[config.mk]
export PLATFORM = sky130hd
export DESIGN_NAME = avst_packet_arbiter_flat
export DESIGN_NICKNAME = d
export VERILOG_FILES = /design/src/rtl/avst_packet_arbiter_if.sv /design/src/rtl/avst_packet_arbiter.sv /design/src/flat_wrapper.sv
export SDC_FILE = /design/constraint.sdc
export NUM_CORES = 1
export LEC_CHECK = 0
export ABC_AREA = 1
export CAP_MARGIN = 20
export CORE_AREA = 2 2 161 163
export CTS_CLUSTER_DIAMETER = 80
export DETAILED_ROUTE_END_ITERATION = 10
export DIE_AREA = 0 0 163 165
export PLACE_DENSITY = 0.64
export REMOVE_ABC_BUFFERS = 1
export SKIP_CTS_REPAIR_TIMING = 1
export SLEW_MARGIN = 20
export SYNTH_ARGS = -nofsm -noshare
export SYNTH_HDL_FRONTEND = slang
export SYNTH_SLANG_ARGS = --single-unit
[constraint.sdc]
create_clock -name clk_i -period 2.5 [get_ports clk_i]
set_input_delay 0.375 -clock clk_i [delete_from_list [all_inputs] [get_ports clk_i]]
set_output_delay 0.375 -clock clk_i [all_outputs]
set_load 0.01 [all_outputs]
[src/rtl/avst_packet_arbiter_if.sv]
// ---------------------------------------------------------------------------
// avst_packet_arbiter_if
//
// Bundles the signals around avst_packet_arbiter: N_SRC upstream Avalon-ST
// sources on one side and the single 64-bit converter sink port on the other.
//
//   src_data_i          N_SRC*DATA_IN_W   source k at [k*DATA_IN_W +: DATA_IN_W]
//   src_empty_i         N_SRC*EMPTY_IN_W  per-source empty (meaningful on eop)
//   src_channel_i       N_SRC*CHANNEL_W   per-source channel
//   src_startofpacket_i N_SRC             per-source sop
//   src_endofpacket_i   N_SRC             per-source eop
//   src_valid_i         N_SRC             per-source valid, doubles as request
//   src_ready_o         N_SRC             per-source ready, at most one bit set
//   ast_data_o          DATA_IN_W         beat to converter
//   ast_empty_o         EMPTY_IN_W        empty to converter
//   ast_channel_o       CHANNEL_W         channel to converter
//   ast_startofpacket_o 1                 sop to converter
//   ast_endofpacket_o   1                 eop to converter
//   ast_valid_o         1                 valid to converter
//   ast_ready_i         1                 ready from converter
//
// Modports:
//   slave  - the arbiter's view (sources and converter ready are inputs)
//   master - the environment's view (sources and converter side)
// ---------------------------------------------------------------------------
interface avst_packet_arbiter_if #(
  parameter int N_SRC      = 4,
  parameter int DATA_IN_W  = 64,
  parameter int CHANNEL_W  = 10,
  parameter int EMPTY_IN_W = ($clog2(DATA_IN_W / 8) < 1) ? 1 : $clog2(DATA_IN_W / 8)
);

  logic [N_SRC*DATA_IN_W-1:0]  src_data_i;
  logic [N_SRC*EMPTY_IN_W-1:0] src_empty_i;
  logic [N_SRC*CHANNEL_W-1:0]  src_channel_i;
  logic [N_SRC-1:0]            src_startofpacket_i;
  logic [N_SRC-1:0]            src_endofpacket_i;
  logic [N_SRC-1:0]            src_valid_i;
  logic [N_SRC-1:0]            src_ready_o;

  logic [DATA_IN_W-1:0]        ast_data_o;
  logic [EMPTY_IN_W-1:0]       ast_empty_o;
  logic [CHANNEL_W-1:0]        ast_channel_o;
  logic                        ast_startofpacket_o;
  logic                        ast_endofpacket_o;
  logic                        ast_valid_o;
  logic                        ast_ready_i;

  modport slave (
    input  src_data_i,
    input  src_empty_i,
    input  src_channel_i,
    input  src_startofpacket_i,
    input  src_endofpacket_i,
    input  src_valid_i,
    output src_ready_o,
    output ast_data_o,
    output ast_empty_o,
    output ast_channel_o,
    output ast_startofpacket_o,
    output ast_endofpacket_o,
    output ast_valid_o,
    input  ast_ready_i
  );

  modport master (
    output src_data_i,
    output src_empty_i,
    output src_channel_i,
    output src_startofpacket_i,
    output src_endofpacket_i,
    output src_valid_i,
    input  src_ready_o,
    input  ast_data_o,
    input  ast_empty_o,
    input  ast_channel_o,
    input  ast_startofpacket_o,
    input  ast_endofpacket_o,
    input  ast_valid_o,
    output ast_ready_i
  );

endinterface

[src/rtl/avst_packet_arbiter.sv]
// ---------------------------------------------------------------------------
// avst_packet_arbiter
//
// Packet-atomic round-robin arbiter in front of the 64-bit Avalon-ST input of
// the width converter. One source is granted per packet; the grant is held
// from the first accepted beat until the eop beat is accepted. Beats pass
// through a single registered stage (1 beat/cycle, 1 cycle latency).
//
// Ports:
//   clk_i        clock
//   rst_n_i      asynchronous active-low reset (synchronous release expected)
//   bus          avst_packet_arbiter_if.slave: sources in, converter port out
//   grant_idx_o  currently / most recently granted source index
//   busy_o       high while a packet is locked to the granted source
//
// Arbitration: in IDLE the first requesting source at or after the round-robin
// pointer (wrapping at N_SRC-1) is granted on the next edge. After the eop
// beat the pointer moves to grant+1, so every other requester is served
// before the same source wins again.
// ---------------------------------------------------------------------------
module avst_packet_arbiter #(
  parameter int N_SRC      = 4,
  parameter int DATA_IN_W  = 64,
  parameter int CHANNEL_W  = 10,
  parameter int EMPTY_IN_W = ($clog2(DATA_IN_W / 8) < 1) ? 1 : $clog2(DATA_IN_W / 8),
  parameter int SRC_W      = (N_SRC > 1) ? $clog2(N_SRC) : 1
) (
  input  logic                 clk_i,
  input  logic                 rst_n_i,
  avst_packet_arbiter_if.slave bus,
  output logic [SRC_W-1:0]     grant_idx_o,
  output logic                 busy_o
);

  typedef enum logic {
    IDLE = 1'b0,
    BUSY = 1'b1
  } state_t;

  // Control state
  state_t                state_q;
  logic [SRC_W-1:0]      ptr_q;
  logic [SRC_W-1:0]      grant_q;
  logic                  busy_q;

  // Output register stage
  logic                  out_valid_q;
  logic [DATA_IN_W-1:0]  data_q;
  logic [EMPTY_IN_W-1:0] empty_q;
  logic [CHANNEL_W-1:0]  channel_q;
  logic                  sop_q;
  logic                  eop_q;

  // Combinational next-state / selection
  logic [SRC_W-1:0]      pick_d;
  logic                  found_d;
  logic                  any_req_d;
  logic [SRC_W-1:0]      ptr_d;
  logic [N_SRC-1:0]      ready_d;
  logic                  can_load_d;
  logic                  accept_d;

  logic [DATA_IN_W-1:0]  sel_data_d;
  logic [EMPTY_IN_W-1:0] sel_empty_d;
  logic [CHANNEL_W-1:0]  sel_channel_d;
  logic                  sel_sop_d;
  logic                  sel_eop_d;
  logic                  sel_valid_d;

  // ------------------------------------------------------------------
  // Round-robin search. The first loop covers indices ptr..N_SRC-1, the
  // second covers 0..N_SRC-1 again so that indices below ptr are reached
  // after the wrap; the found flag keeps the earliest hit.
  // ------------------------------------------------------------------
  always_comb begin
    pick_d    = ptr_q;
    found_d   = 1'b0;
    any_req_d = |bus.src_valid_i;
    for (int k = 0; k < N_SRC; k++) begin
      if (!found_d && bus.src_valid_i[k] && (SRC_W'(k) >= ptr_q)) begin
        pick_d  = SRC_W'(k);
        found_d = 1'b1;
      end
    end
    for (int k = 0; k < N_SRC; k++) begin
      if (!found_d && bus.src_valid_i[k]) begin
        pick_d  = SRC_W'(k);
        found_d = 1'b1;
      end
    end
  end

  // Pointer after the granted packet completes; explicit wrap so that a
  // non power-of-two N_SRC never produces an out-of-range index.
  always_comb begin
    if (grant_q == SRC_W'(N_SRC - 1)) begin
      ptr_d = '0;
    end else begin
      ptr_d = grant_q + 1'b1;
    end
  end

  // ------------------------------------------------------------------
  // Granted-source mux and ready generation. The stage can take a beat when
  // it is empty or is being drained this cycle.
  // ------------------------------------------------------------------
  always_comb begin
    sel_data_d    = '0;
    sel_empty_d   = '0;
    sel_channel_d = '0;
    sel_sop_d     = 1'b0;
    sel_eop_d     = 1'b0;
    sel_valid_d   = 1'b0;
    ready_d       = '0;
    can_load_d    = !out_valid_q || bus.ast_ready_i;
    for (int k = 0; k < N_SRC; k++) begin
      if (grant_q == SRC_W'(k)) begin
        sel_data_d    = bus.src_data_i[k*DATA_IN_W +: DATA_IN_W];
        sel_empty_d   = bus.src_empty_i[k*EMPTY_IN_W +: EMPTY_IN_W];
        sel_channel_d = bus.src_channel_i[k*CHANNEL_W +: CHANNEL_W];
        sel_sop_d     = bus.src_startofpacket_i[k];
        sel_eop_d     = bus.src_endofpacket_i[k];
        sel_valid_d   = bus.src_valid_i[k];
        ready_d[k]    = (state_q == BUSY) && can_load_d;
      end
    end
    accept_d = (state_q == BUSY) && sel_valid_d && can_load_d;
  end

  // ------------------------------------------------------------------
  // Arbitration FSM. grant_q keeps its value in IDLE so grant_idx_o shows
  // the last granted source between packets.
  // ------------------------------------------------------------------
  always_ff @(posedge clk_i or negedge rst_n_i) begin
    if (!rst_n_i) begin
      state_q <= IDLE;
      ptr_q   <= '0;
      grant_q <= '0;
      busy_q  <= 1'b0;
    end else begin
      case (state_q)
        IDLE: begin
          if (any_req_d) begin
            state_q <= BUSY;
            grant_q <= pick_d;
            busy_q  <= 1'b1;
          end
        end
        BUSY: begin
          if (accept_d && sel_eop_d) begin
            state_q <= IDLE;
            busy_q  <= 1'b0;
            ptr_q   <= ptr_d;
          end
        end
        default: begin
          state_q <= IDLE;
          busy_q  <= 1'b0;
        end
      endcase
    end
  end

  // ------------------------------------------------------------------
  // Output register stage. A load takes priority over a drain so that a
  // simultaneous drain+load keeps valid high with the new beat. Fields are
  // left untouched on a plain drain; they are only meaningful with valid.
  // ------------------------------------------------------------------
  always_ff @(posedge clk_i or negedge rst_n_i) begin
    if (!rst_n_i) begin
      out_valid_q <= 1'b0;
      data_q      <= '0;
      empty_q     <= '0;
      channel_q   <= '0;
      sop_q       <= 1'b0;
      eop_q       <= 1'b0;
    end else if (accept_d) begin
      out_valid_q <= 1'b1;
      data_q      <= sel_data_d;
      empty_q     <= sel_empty_d;
      channel_q   <= sel_channel_d;
      sop_q       <= sel_sop_d;
      eop_q       <= sel_eop_d;
    end else if (out_valid_q && bus.ast_ready_i) begin
      out_valid_q <= 1'b0;
    end
  end

  assign bus.src_ready_o         = ready_d;
  assign bus.ast_data_o          = data_q;
  assign bus.ast_empty_o         = empty_q;
  assign bus.ast_channel_o       = channel_q;
  assign bus.ast_startofpacket_o = sop_q;
  assign bus.ast_endofpacket_o   = eop_q;
  assign bus.ast_valid_o         = out_valid_q;
  assign grant_idx_o             = grant_q;
  assign busy_o                  = busy_q;

endmodule
[src/flat_wrapper.sv]
// flat-port wrapper written by rule: the top's interface ports become plain ports
module avst_packet_arbiter_flat 
#(
  parameter int N_SRC      = 4,
  parameter int DATA_IN_W  = 64,
  parameter int CHANNEL_W  = 10,
  parameter int EMPTY_IN_W = ($clog2(DATA_IN_W / 8) < 1) ? 1 : $clog2(DATA_IN_W / 8),
  parameter int SRC_W      = (N_SRC > 1) ? $clog2(N_SRC) : 1
)
  (clk_i, rst_n_i, grant_idx_o, busy_o, bus_src_data_i, bus_src_empty_i, bus_src_channel_i, bus_src_startofpacket_i, bus_src_endofpacket_i, bus_src_valid_i, bus_src_ready_o, bus_ast_data_o, bus_ast_empty_o, bus_ast_channel_o, bus_ast_startofpacket_o, bus_ast_endofpacket_o, bus_ast_valid_o, bus_ast_ready_i);
  avst_packet_arbiter_if #(.N_SRC(N_SRC), .DATA_IN_W(DATA_IN_W), .CHANNEL_W(CHANNEL_W), .EMPTY_IN_W(EMPTY_IN_W)) bus_i ();
  input  logic clk_i;
  input  logic rst_n_i;
  output logic [SRC_W-1:0] grant_idx_o;
  output logic busy_o;
  input wire logic [$bits(bus_i.src_data_i)-1:0] bus_src_data_i;
  input wire logic [$bits(bus_i.src_empty_i)-1:0] bus_src_empty_i;
  input wire logic [$bits(bus_i.src_channel_i)-1:0] bus_src_channel_i;
  input wire logic [$bits(bus_i.src_startofpacket_i)-1:0] bus_src_startofpacket_i;
  input wire logic [$bits(bus_i.src_endofpacket_i)-1:0] bus_src_endofpacket_i;
  input wire logic [$bits(bus_i.src_valid_i)-1:0] bus_src_valid_i;
  output wire logic [$bits(bus_i.src_ready_o)-1:0] bus_src_ready_o;
  output wire logic [$bits(bus_i.ast_data_o)-1:0] bus_ast_data_o;
  output wire logic [$bits(bus_i.ast_empty_o)-1:0] bus_ast_empty_o;
  output wire logic [$bits(bus_i.ast_channel_o)-1:0] bus_ast_channel_o;
  output wire logic [$bits(bus_i.ast_startofpacket_o)-1:0] bus_ast_startofpacket_o;
  output wire logic [$bits(bus_i.ast_endofpacket_o)-1:0] bus_ast_endofpacket_o;
  output wire logic [$bits(bus_i.ast_valid_o)-1:0] bus_ast_valid_o;
  input wire logic [$bits(bus_i.ast_ready_i)-1:0] bus_ast_ready_i;
  assign bus_i.src_data_i = bus_src_data_i;
  assign bus_i.src_empty_i = bus_src_empty_i;
  assign bus_i.src_channel_i = bus_src_channel_i;
  assign bus_i.src_startofpacket_i = bus_src_startofpacket_i;
  assign bus_i.src_endofpacket_i = bus_src_endofpacket_i;
  assign bus_i.src_valid_i = bus_src_valid_i;
  assign bus_src_ready_o = bus_i.src_ready_o;
  assign bus_ast_data_o = bus_i.ast_data_o;
  assign bus_ast_empty_o = bus_i.ast_empty_o;
  assign bus_ast_channel_o = bus_i.ast_channel_o;
  assign bus_ast_startofpacket_o = bus_i.ast_startofpacket_o;
  assign bus_ast_endofpacket_o = bus_i.ast_endofpacket_o;
  assign bus_ast_valid_o = bus_i.ast_valid_o;
  assign bus_i.ast_ready_i = bus_ast_ready_i;
  avst_packet_arbiter #(.N_SRC(N_SRC), .DATA_IN_W(DATA_IN_W), .CHANNEL_W(CHANNEL_W), .EMPTY_IN_W(EMPTY_IN_W), .SRC_W(SRC_W)) u_core (.clk_i(clk_i), .rst_n_i(rst_n_i), .bus(bus_i), .grant_idx_o(grant_idx_o), .busy_o(busy_o));
endmodule
==> flow_metrics.py, run 1 <==
metrics = {
    "run_status": {
        "status": "complete, no violations",
    },
    "sta": {
        "max-slew-margin-rel": 0.6928,
        "skew_ns": 0.01324,
        "finalSetupViolations": 0,
        "fin_crit_sh": 0.9452,
        "setup_ws_ns": 0.1370,
        "period_needed_ns": 2.363,
        "hold_slack_ns": 0.4772,
        "hold_violations": 0,
        "tns_ns": 0,
        "rsz0062_at_grt": "no",
        "clock.fmax_ghz": 0.4232,
        "tightest_slew_ns": 0.4608,
        "slew_violations": 0,
    },
    "floorplan": {
        "core_area_um2": 25040,
        "die_w_um": 163,
        "io_pins": 410,
        "die_area_um2": 26900,
        "die_h_um": 165,
        "start_util": 0.2405,
        "rows": 58,
    },
    "cells_and_area": {
        "final_nets": 1599,
        "area.growth.synth_to_final_pct": 77.48,
        "finalInstanceArea_um2": 10690,
        "drive_above_1_share": 0.08222,
        "fin_cells": 1608,
        "fin_util": 0.4269,
    },
    "power": {
        "p_int_mw": 6.223,
        "seq_power_share": 0.209,
        "power.share.clock": 0.107,
        "peakVddDrop_mv": 0.7760,
        "combPwrFrac": 0.684,
        "p_sw_mw": 5.478,
        "power_density_nw_per_um2": 1095,
        "total_power_mw": 11.70,
        "power_leakage_nw": 4.803,
        "p_sw_frac": 0.4681,
    },
    "placed_design": {
        "dp_hpwl_um": 19450,
        "globalplace.congestion": 0.8304,
        "place_inst": 1590,
        "place_ws_ns": 0.3394,
        "placed_area_um2": 10400,
        "port_buffers": 409,
    },
    "clocking": {
        "clock_sinks": 86,
        "clk_latency_ns": 0.34,
        "cts_root_buffer": "clkbuf_16",
        "cts_made_buffers": 9,
        "cts.clk_slew.worst_paths_ns": 0.07,
        "htreeDepth": 3,
        "cts_tree": "done",
        "clockBufferDepth": 2,
    },
    "synth": {
        "ys.warnings.count": 0,
        "synthTopCellsByArea": "dfrtp_1 36%, nand2_1 25%, a22oi_1 7.4%",
        "syn-instance-count": 902,
        "synth_top_area_frac": 0.3574,
        "synth-seq-area-share": 0.3574,
        "ys_ff_latch": 86,
        "synthMostInstantiatedCell": "nand2_1",
        "synth_commonest_cells": "395 x nand2_1, 86 x dfrtp_1, 76 x o21ai_0",
        "ys.flop_type": "dfrtp_1",
        "synth_top_area_cell": "dfrtp_1",
        "synth-edff-count": 0,
        "async_reset_ff_frac": 1.000,
        "synth_cell_types": 26,
        "postSynthAreaPerCell_um2": 6.676,
        "netlist_area_um2": 6022,
    },
    "global_route": {
        "grt_max_degree": 81,
        "grt_first_pass_wirelength_um": 38630,
        "globalRouteTotalUtil": 0.1836,
        "antenna_found_initial": 1,
        "grt_pass1_vias": 7113,
        "overflow": 0,
    },
    "critical_path": {
        "required_ns": 2.12,
        "cp-start-kind": "register",
        "criticalPathCategory": "register to output pin",
        "critical_path_arrival_ns": 1.99,
        "crit_path_end_kind": "output pin",
        "crit_fanout": 7,
    },
    "routing": {
        "drtIter0Drc": 379,
        "ant_nets": 0,
        "viasPerCell": 4.624,
        "wl_per_cell_um": 15.82,
        "drt_wl_total_um": 25440,
        "num_vias": 7435,
        "drc": 0,
        "dr.pass1.iters": 6,
    },
    "job": {
        "maxCapViolCount": 0,
    },
    "min_path": {
        "min-delay-path-class": "register to register",
    },
}
## critical path: stages, from the launching register on
cell and delay [ns]:
dfrtp_1 0.46, ha_2 0.34, clkinv_2 0.17, nor2_1 0.13, clkdlybuf4s50_1 0.54
## power by group through the flow
stage / Combinational [mW] / Sequential (mW) / Clock (mW)
2_1_floorplan: 4.16 / 2.69 / 0
3_3_place_gp: 8.02 / 2.45 / 0
3_5_place_dp: 8.08 / 2.46 / 0
4_1_cts: 8.09 / 2.45 / 1.31
5_1_grt: 9.06 / 2.53 / 1.37
6_report: 8.00 / 2.45 / 1.25
## state kept, by name (all words and copies together) (netlist names)
register / count
u_core.busy_o: 1
u_core.bus.ast_startofpacket_o: 1
u_core.state_q: 1
u_core.bus.ast_valid_o: 1
u_core.ptr_q: 2
u_core.bus.ast_endofpacket_o: 1
u_core.grant_idx_o: 2
u_core.bus.ast_empty_o: 3
u_core.bus.ast_data_o: 64
u_core.bus.ast_channel_o: 10
## path summary, 6_finish.rpt
check / startpoint / end / slack, ns / cells after the start
worst max-delay path: u_core.grant_idx_o[1] / bus_src_ready_o[2] / 0.14 / 4
worst min-delay path: u_core.bus.ast_data_o[45] / u_core.bus.ast_data_o[45] / 0.48 / 2
worst max register to register: u_core.grant_idx_o[1] / u_core.ptr_q[1] / 0.37 / 11
worst min register to register: u_core.bus.ast_data_o[45] / u_core.bus.ast_data_o[45] / 0.48 / 2
max in group asynchronous: rst_n_i / u_core.bus.ast_data_o[15] / 1.34 / 3
min in group asynchronous: rst_n_i / u_core.bus.ast_data_o[29] / 0.50 / 2
## cells by family (layout without fill, tap and decap cells)
family / after synthesis / after routing / share of synthesized area
AND/OR/NAND/NOR: 534 / 534 / 0.3748
adder cells (fa/ha/maj): 4 / 4 / 0.008311
flip-flops: 86 / 86 / 0.3574
AO/OA/AOI/OAI: 191 / 191 / 0.1860
other: 0 / 1 / 0
buffers and inverters: 87 / 462 / 0.07355
## layer usage
| metal | global-route usage | vias up | wire [um] |
|---|---|---|---|
| li1 | - | 3703 | - |
| met1 | 0.2205 | 3378 | 10360 |
| met2 | 0.3190 | 326 | 12210 |
| met3 | 0.04771 | 28 | 2277 |
| met4 | 0.06154 | 0 | 591 |
| met5 | 0 | - | 0 |
## area by class of cell
class	count	area, um2
well taps	330	412.9
repair buffers	429	4319
fillers	2627	14350
diodes	1	2.502
clock buffers	11	232.7
inverters	17	67.56
multi-input cells	729	3465
flip-flops and latches	86	2152
clock inverters	5	36.28
## layout by cell type (no fill, tap or decap), types with 6 or more instances in the layout
cell type	instances
clkdlybuf4s50_1	408
nand2_1	395
dfrtp_1	86
o21ai_0	76
nand3_1	65
a22oi_1	59
or2_2	58
a21oi_1	44
buf_4	14
inv_1	12
nor2_1	11
clkbuf_16	9
o21ai_1	7
buf_12	6
No activity file was read; power rests on OpenSTA's default activity.
==> inputs of run 2 (changes only) <==
--- a/config.mk
+++ b/config.mk
@@ -13,6 +13,7 @@
 export DIE_AREA = 0 0 163 165
 export PLACE_DENSITY = 0.64
 export REMOVE_ABC_BUFFERS = 1
+export SETUP_SLACK_MARGIN = 0.2
 export SKIP_CTS_REPAIR_TIMING = 1
 export SLEW_MARGIN = 20
 export SYNTH_ARGS = -nofsm -noshare
==> run 2 against run 1 <==
  * Total power is 0.79% higher
  * Non-clock buffer count is 4 higher
  * Fmax is 5.2% higher
  * Critical path depth is 1 higher
  * Clock-buffer cell count stayed put
  * Cell count is 0.25% higher
  * Core utilization is 0.24 points higher
  * Die area stayed put
  * Clock power hardly changed
  * Worst hold slack hardly changed
  * Highest routed layer unchanged
==> flow_metrics.py, run 2 (synthesized netlist as in run 1, its figures left out) <==
metrics = {
    "run_status": {
        "status": "complete, no violations",
    },
    "global_route": {
        "overflow": 0,
        "grt_pass1_vias": 7113,
        "antenna_found_initial": 1,
        "grt_first_pass_wirelength_um": 38630,
        "globalRouteTotalUtil": 0.1836,
        "grt_max_degree": 81,
    },
    "sta": {
        "skew_ns": 0.01252,
        "rsz0062_at_grt": "yes",
        "fin_crit_sh": 0.8981,
        "max-slew-margin-rel": 0.6881,
        "clock.fmax_ghz": 0.4454,
        "hold_violations": 0,
        "finalSetupViolations": 0,
        "tns_ns": 0,
        "tightest_slew_ns": 0.4679,
        "hold_slack_ns": 0.4772,
        "slew_violations": 0,
        "period_needed_ns": 2.245,
    },
    "routing": {
        "ant_nets": 0,
        "drt_wl_total_um": 25670,
        "viasPerCell": 4.615,
        "dr.pass1.iters": 4,
        "drtIter0Drc": 340,
        "num_vias": 7439,
        "wl_per_cell_um": 15.92,
        "drc": 0,
    },
    "job": {
        "maxCapViolCount": 0,
    },
    "clocking": {
        "cts_tree": "done",
        "cts_root_buffer": "clkbuf_16",
        "clk_latency_ns": 0.34,
        "cts_made_buffers": 9,
        "cts.clk_slew.worst_paths_ns": 0.07,
        "clock_sinks": 86,
        "htreeDepth": 3,
        "clockBufferDepth": 2,
    },
    "floorplan": {
        "core_area_um2": 25040,
        "rows": 58,
        "io_pins": 410,
        "die_area_um2": 26900,
        "start_util": 0.2405,
        "die_h_um": 165,
        "die_w_um": 163,
    },
    "power": {
        "peakVddDrop_mv": 0.7858,
        "total_power_mw": 11.79,
        "power_leakage_nw": 4.844,
        "power_density_nw_per_um2": 1097,
    },
    "placed_design": {
        "port_buffers": 409,
        "globalplace.congestion": 0.8304,
        "dp_hpwl_um": 19450,
        "place_inst": 1590,
    },
    "critical_path": {
        "criticalPathCategory": "register to output pin",
        "required_ns": 2.12,
        "crit_path_end_kind": "output pin",
        "crit_fanout": 7,
        "cp-start-kind": "register",
        "critical_path_arrival_ns": 1.87,
    },
    "min_path": {
        "min-delay-path-class": "register to register",
    },
    "cells_and_area": {
        "final_nets": 1603,
        "final_cell_mix": "407 x clkdlybuf4s50_1, 395 x nand2_1, 85 x dfrtp_1, 76 x o21ai_0, 65 x nand3_1",
        "area.growth.synth_to_final_pct": 78.47,
        "largest_reg_flops": 64,
        "drive_above_1_share": 0.08743,
        "layout_commonest_cell": "clkdlybuf4s50_1",
        "fin_cells": 1612,
    },
}
## run 2: changes by cell type in the layout (fill, tap and decap cells not counted)
cell,change
clkdlybuf4s50_1,-1
ha_2,-2
clkbuf_8,+1
dlymetal6s2s_1,+1
inv_1,-2
buf_4,+3
dfrtp_1,-1
ha_4,+2
inv_2,+2
dfrtp_2,+1
## run 2: power breakdown
group / total (mW) / switching [mW] / internal (mW) / leakage, nW
clock network: 1.25 / 0.578 / 0.675 / 0.122
registers: 2.45 / 0.381 / 2.07 / 1.08
logic: 8.09 / 4.56 / 3.53 / 3.64
## run 2: worst max-delay path, stage by stage, from the launching register on
cell and delay, ns:
dfrtp_1 0.39, inv_2 0.12, ha_4 0.20, clkinv_2 0.14
nor2_1 0.13, clkdlybuf4s50_1 0.54
## run 2: worst paths after layout
check | depth (start not counted) | slack [ns] | from | end
min in group asynchronous | 2 | 0.51 | rst_n_i | u_core.bus.ast_data_o[29]
max in group asynchronous | 3 | 1.34 | rst_n_i | u_core.bus.ast_data_o[15]
worst min register to register | 2 | 0.48 | u_core.bus.ast_data_o[45] | u_core.bus.ast_data_o[45]
worst max register to register | 10 | 0.37 | u_core.grant_idx_o[0] | u_core.state_q
worst min-delay path | 2 | 0.48 | u_core.bus.ast_data_o[45] | u_core.bus.ast_data_o[45]
worst max-delay path | 5 | 0.25 | u_core.grant_idx_o[0] | bus_src_ready_o[2]
## run 2: metal layers
layer,global-route usage,up-vias,part of all wire
li1,-,3710,-
met1,0.2205,3393,0.41
met2,0.3190,307,0.48
met3,0.04771,29,0.090
met4,0.06154,0,0.024
met5,0,-,0
## run 2: per-stage QoR
stage | worst slack [ns] | area [um2] | util
finish | 0.2547 | 10750 | 0.4293
global route | 0.1828 | 10750 | 0.4293
CTS | 0.02940 | 10670 | 0.4262
detailed placement | 0.3394 | 10400 | 0.4154
global placement | 0.3646 | 10400 | 0.4154
floorplan | -2.363 | 5645 | -
## run 2: cell type report
| cell class | instances | area (um2) |
|---|---|---|
| Multi-Input combinational cell | 729 | 3485 |
| Clock inverter | 5 | 36.28 |
| Inverter | 17 | 67.56 |
| Timing Repair Buffer | 433 | 4358 |
| Clock buffer | 11 | 232.7 |
| Tap cell | 330 | 412.9 |
| Antenna cell | 1 | 2.502 |
| Sequential cell | 86 | 2153 |
| Fill cell | 2621 | 14290 |
